$ cat config.mk
export PLATFORM = sky130hd
export DESIGN_NAME = div_arbiter
export DESIGN_NICKNAME = d
export VERILOG_FILES = /design/src/rtl/div_arbiter.sv
export SDC_FILE = /design/constraint.sdc
export NUM_CORES = 1
export LEC_CHECK = 0
export ABC_AREA = 1
export ABC_CLOCK_PERIOD_IN_PS = 3700
export BUFFER_PORTS_ARGS = -buffer_cell sky130_fd_sc_hd__buf_4
export CAP_MARGIN = 20
export CORE_AREA = 8 8 150 152
export DETAILED_ROUTE_END_ITERATION = 10
export DIE_AREA = 0 0 158 160
export PLACE_DENSITY = 0.71
export SETUP_SLACK_MARGIN = 0.5
export SLEW_MARGIN = 20
export SYNTH_ARGS = -nofsm -noshare
export SYNTH_HDL_FRONTEND = slang
export SYNTH_SLANG_ARGS = --single-unit
$ cat constraint.sdc
create_clock -name clk -period 3.7 [get_ports clk]
set_input_delay 0.185 -clock clk [delete_from_list [all_inputs] [get_ports clk]]
set_output_delay 0.185 -clock clk [all_outputs]
set_load 0.01 [all_outputs]
$ cat src/rtl/div_arbiter.sv
// div_arbiter: round-robin sequencer sharing one multi-cycle divider among N requesters.
// Optional macro DIV_ARBITER_ZERO_CHECK_EN: zero divisors bypass the divider with rsp_err=1.
module div_arbiter #(
    parameter int K = 32,
    parameter int N = 3
) (
    input  logic           clk,
    input  logic           rst,
    input  logic [N-1:0]   req_valid,
    output logic [N-1:0]   req_ready,
    input  logic [N*K-1:0] req_a,
    input  logic [N*K-1:0] req_b,
    output logic [N-1:0]   rsp_valid,
    output logic [K-1:0]   rsp_quo,
    output logic [K-1:0]   rsp_rem,
    output logic           rsp_err,
    output logic           div_start,
    output logic [K-1:0]   div_a,
    output logic [K-1:0]   div_b,
    input  logic           div_done,
    input  logic [K-1:0]   div_quo,
    input  logic [K-1:0]   div_rem
);

    localparam int IW = $clog2(N);
    localparam logic [N-1:0] ONE = N'(1);

    typedef enum logic [1:0] {
        IDLE,
        ISSUE,
        WAIT,
        RESP
    } state_t;

    state_t        state;
    state_t        state_nxt;
    logic [IW-1:0] ptr;
    logic [IW-1:0] owner;
    logic [IW-1:0] gidx;
    logic          found;
    logic [N-1:0]  grant;
    logic [K-1:0]  sel_a;
    logic [K-1:0]  sel_b;
    logic          hs;
    logic          zero_byp;

    // Search upward from ptr+1 with wrap; the first valid requester wins.
    always_comb begin : pick
        int j;
        j     = 0;
        gidx  = '0;
        found = 1'b0;
        for (int i = 1; i <= N; i++) begin
            j = (int'(ptr) + i) % N;
            if (!found && req_valid[IW'(j)]) begin
                found = 1'b1;
                gidx  = IW'(j);
            end
        end
    end

    always_comb begin
        grant = '0;
        sel_a = '0;
        sel_b = '0;
        for (int i = 0; i < N; i++) begin
            if (gidx == IW'(i)) begin
                grant[i] = found;
                sel_a    = req_a[i*K +: K];
                sel_b    = req_b[i*K +: K];
            end
        end
    end

    assign req_ready = (state == IDLE && !rst) ? grant : '0;
    assign hs        = |(req_valid & req_ready);

`ifdef DIV_ARBITER_ZERO_CHECK_EN
    logic err_q;
    assign rsp_err  = err_q;
    assign zero_byp = (sel_b == '0);
`else
    assign rsp_err  = 1'b0;
    assign zero_byp = 1'b0;
`endif

    always_ff @(posedge clk or posedge rst) begin
        if (rst) begin
            state <= IDLE;
        end else begin
            state <= state_nxt;
        end
    end

    always_comb begin
        state_nxt = state;
        case (state)
            IDLE: begin
                if (hs) begin
                    state_nxt = zero_byp ? RESP : ISSUE;
                end
            end
            ISSUE: state_nxt = WAIT;
            WAIT: begin
                if (div_done) begin
                    state_nxt = RESP;
                end
            end
            RESP:    state_nxt = IDLE;
            default: state_nxt = IDLE;
        endcase
    end

    // Outputs are registered so they line up with the state they belong to.
    always_ff @(posedge clk or posedge rst) begin
        if (rst) begin
            ptr       <= IW'(N - 1);
            owner     <= '0;
            div_a     <= '0;
            div_b     <= '0;
            div_start <= 1'b0;
            rsp_valid <= '0;
            rsp_quo   <= '0;
            rsp_rem   <= '0;
`ifdef DIV_ARBITER_ZERO_CHECK_EN
            err_q     <= 1'b0;
`endif
        end else begin
            div_start <= 1'b0;
            rsp_valid <= '0;
            if (state == IDLE && hs) begin
                div_a <= sel_a;
                div_b <= sel_b;
                owner <= gidx;
                ptr   <= gidx;
                if (zero_byp) begin
                    rsp_valid <= grant;
                    rsp_quo   <= '1;
                    rsp_rem   <= sel_a;
`ifdef DIV_ARBITER_ZERO_CHECK_EN
                    err_q     <= 1'b1;
`endif
                end else begin
                    div_start <= 1'b1;
                end
            end
            if (state == WAIT && div_done) begin
                rsp_valid <= ONE << owner;
                rsp_quo   <= div_quo;
                rsp_rem   <= div_rem;
`ifdef DIV_ARBITER_ZERO_CHECK_EN
                err_q     <= 1'b0;
`endif
            end
        end
    end

endmodule

==> metrics.md <==
| Metric | Value |
|---|---|
| Status | `finished, final reports clean` |
| Worst path arrival time | `3.22 ns` |
| Top FF cell, synth | `dfrtp_1` |
| Sequential Power Share | `0.258` |
| # nets final | `between 1,500 and 2,000` |
| Max Root-Sink Buffers | `2` |
| Core Area | `20,000 um^2` |
| Worst Setup Start Kind | `register` |
| Fraction of layout cells with a size suffix above 1 | `0.422` |
| Average wire per standard cell | `19.3 um` |
| Post-DP HPWL | `roughly 21,000 um` |
| Setup repair after global routing missed its margin | `false` |
| Ports | `a little under 400` |
| Tmin final | `~2.9 ns` |
| Worst reg-to-reg path cell count | `13` |
| Area contributors post-synth | `dfrtp_1, nand2_1, mux2_2, nand3_1, or2_0` |
| H-tree depth | `4` |
| Synth cell count leaders | `nand2_1, nand3_1, dfrtp_1` |
| Cell with the most instances after synthesis | `nand2_1` |
| Sw Pwr | `0.00444 W` |
| Max Cap Viol | `0` |
| Clk pwr share | `0.172` |
| Clock-pin slew on the worst setup and hold paths | `0.07 ns` |
| Sink Count | `137` |
| Mapped Area | `6970 um^2` |
| Port Buf Inserts | `slightly below 400` |
| Ys async rst share | `1.00` |
| Die Height | `around 160 um` |
| Crit Path Max Fanout | `52` |
| Achievable frequency | `349 MHz` |
| Synth top area share | `0.488` |
| Sequential-to-total area share from yosys stat | `0.492` |
| Critical Setup Path Class | `reg2reg` |
| Final Core Density | `0.571` |
| Slew Limit Fails | `0` |
| Synth Register Bits | `137` |
| Net Sw Frac | `0.436` |
| DR pass1 iterations | `4` |
| FF-to-FF setup slack | `0.84 ns` |
| CTS Root Cell | `clkbuf_16` |
| Area grow syn2layout | `64.2%` |
| Worst setup path startpoint | `ptr[1]$_DFFE_PP1P_` |
| Gate power share | `0.569` |
| Num rows | `52` |
| Int Pwr | `0.00574 W` |
| Yosys top cell by area | `dfrtp_1` |
| Vias in the first global route | `7,692` |
| Worst-Skew Late Latency | `0.42 ns` |
| CP Capture Type | `register` |
| Slew @ Worst Pin | `between 0.8 and 0.9 ns` |
| Setup violations, final | `0` |
| Fillcell total | `roughly 1,800` |
| Post-Layout Cell Count | `between 1,500 and 2,000` |
| Die W | `158 um` |
| Fin. Hold Viols | `0` |
| Global placement routability congestion | `slightly above 0.8` |
| Final setup TNS | `0 ns` |
| Initial antenna violation count | `2` |
| First-pass GRT wire length | `44,100 um` |
| Power per cell area | `889 nW/um^2` |
| Hold WC Path Type | `in2reg` |
| Synthesized Nets | `1,070` |
| Distinct cells, synth | `29` |
| Largest net degree at the start of global routing | `a little under 80` |
| Placed Cells | `between 1,000 and 1,500` |
| Post-CTS setup buffers | `0` |
| DRT iter0 DRCs | `442` |
| CTS buffer count | `17` |
| CP Capture Point | `div_b[24]$_DFFE_PP0P_` |
| Remaining Overflow, GRT | `0` |
| Fin crit share | `0.774` |
| Worst r2r src | `ptr[1]$_DFFE_PP1P_` |
| Synthesized instance count | `802` |
| Post-DRT Antenna Nets | `0` |
| Hold WS | `approximately 0.027 ns` |
| Total Die Area | `25,300 um^2` |
| Worst Skew | `0.00799 ns` |
| Via density per instance | `between 4 and 5` |
| WP data required | `just over 4 ns` |
| Initial Utilization | `0.348` |
| Slew Limit Headroom | `0.405` |
| Leakage | `5.94 nW` |
| R2R Path End | `div_b[24]$_DFFE_PP0P_` |
| DRT Wirelength | `approximately 29,000 um` |
| Peak VDD IR | `0.459 mV` |
| CTS tree | `done` |
| # DRC | `0` |
| Post-synth EDFFs | `0` |
| DR vias | `7,371` |
| Total power | `a little over 0.01 W` |
| GRT Total Usage | `0.226` |
| Post-Syn Area per Cell | `8.69 um^2` |
| YS warnings | `0` |
sequential cells by signal (all words and copies together), names as in the netlist:
register   flops
div_a         32
div_b         32
rsp_quo       32
rsp_rem       32
rsp_valid      3
ptr            2
state          2
div_start      1
owner          1
layout by cell type (no fill, tap or decap), types with 5 or more instances in the layout:
| cell | n |
|---|---|
| buf_4 | 408 |
| nand2_1 | 271 |
| nand3_1 | 142 |
| dfrtp_1 | 136 |
| mux2_2 | 64 |
| dlygate4sd3_1 | 61 |
| or2_0 | 51 |
| nand3b_1 | 25 |
| clkbuf_16 | 17 |
| inv_1 | 13 |
| or2_2 | 6 |
| ha_1 | 6 |
| inv_8 | 6 |
| inv_2 | 5 |
| inv_6 | 5 |
power by group through the flow:
stage / Combinational (W) / Sequential [W] / Clock [W]
floorplan: 0.00312 / 0.00291 / 0
global placement: 0.00568 / 0.00260 / 0
detailed placement: 0.00578 / 0.00263 / 0
CTS: 0.00585 / 0.00261 / 0.00180
global route: 0.00641 / 0.00272 / 0.00186
finish: 0.00579 / 0.00263 / 0.00175
critical path: stages (launching register included):
cell     delay [ns]
dfstp_2        0.53
inv_1          0.06
ha_1           0.35
inv_2          0.08
nand2_1        0.08
nand3_1        0.08
nand2_2        0.16
nand4_1        0.16
nand2_2        0.30
buf_4          0.55
nand2_1        0.15
nand3_1        0.13
nand3_1        0.08
nand2_1        0.06
worst min-delay path by stage:
| stage | startpoint | to | slack [ns] | depth (start not counted) |
|---|---|---|---|---|
| global placement | rst | div_a[28]$_DFFE_PP0P_ | 0.31 | 2 |
| CTS | div_quo[7] | rsp_quo[7]$_DFFE_PP0P_ | 0.004 | 2 |
| detailed placement | rst | div_a[28]$_DFFE_PP0P_ | 0.31 | 2 |
| floorplan | div_quo[21] | rsp_quo[21]$_DFFE_PP0P_ | 0.34 | 1 |
| finish | div_quo[7] | rsp_quo[7]$_DFFE_PP0P_ | 0.03 | 2 |
| global route | div_quo[7] | rsp_quo[7]$_DFFE_PP0P_ | 0.005 | 2 |
layout make-up:
cell class                 count  area [um^2]  area share
multi-input combinational    593         3250       0.284
sequential                   137         3430       0.300
clock buffer                  17          425      0.0372
inverter                      19         75.1     0.00656
timing repair buffer         473         3750       0.327
antenna                        1         2.50    0.000219
clock inverter                15          175      0.0153
tap                          270          338      0.0295
routing by layer:
metal / track usage / share of wire / up-vias
met1: 0.259 / 0.38 / 3483
li1: - / - / 3504
met4: 0.0738 / 0.023 / 2
met5: 0 / 0.00031 / -
met3: 0.0848 / 0.11 / 43
met2: 0.381 / 0.49 / 339
logic make-up after synthesis:
kind of cell    after synthesis  synth area share
simple gates                512             0.339
flops                       137             0.492
buf+inv                      72            0.0436
mux                          64             0.103
compound gates               10            0.0104
fa+ha+maj                     6            0.0108
other cells                   1          0.000538
stage by stage:
stage	area, um^2	setup WS, ns
after floorplan	6980	1.32
after global placement	10200	0.886
after detailed placement	10200	0.835
after CTS	11400	0.527
after global routing	11400	0.545
final	11400	0.838
what timing repair did:
action,in CTS,in global routing
hold buffers,60,1
endpoints found under the hold margin,81,1
endpoints found under the setup margin,0,2
gates resized for setup,0,3
No activity file was read; power rests on OpenSTA's default activity.
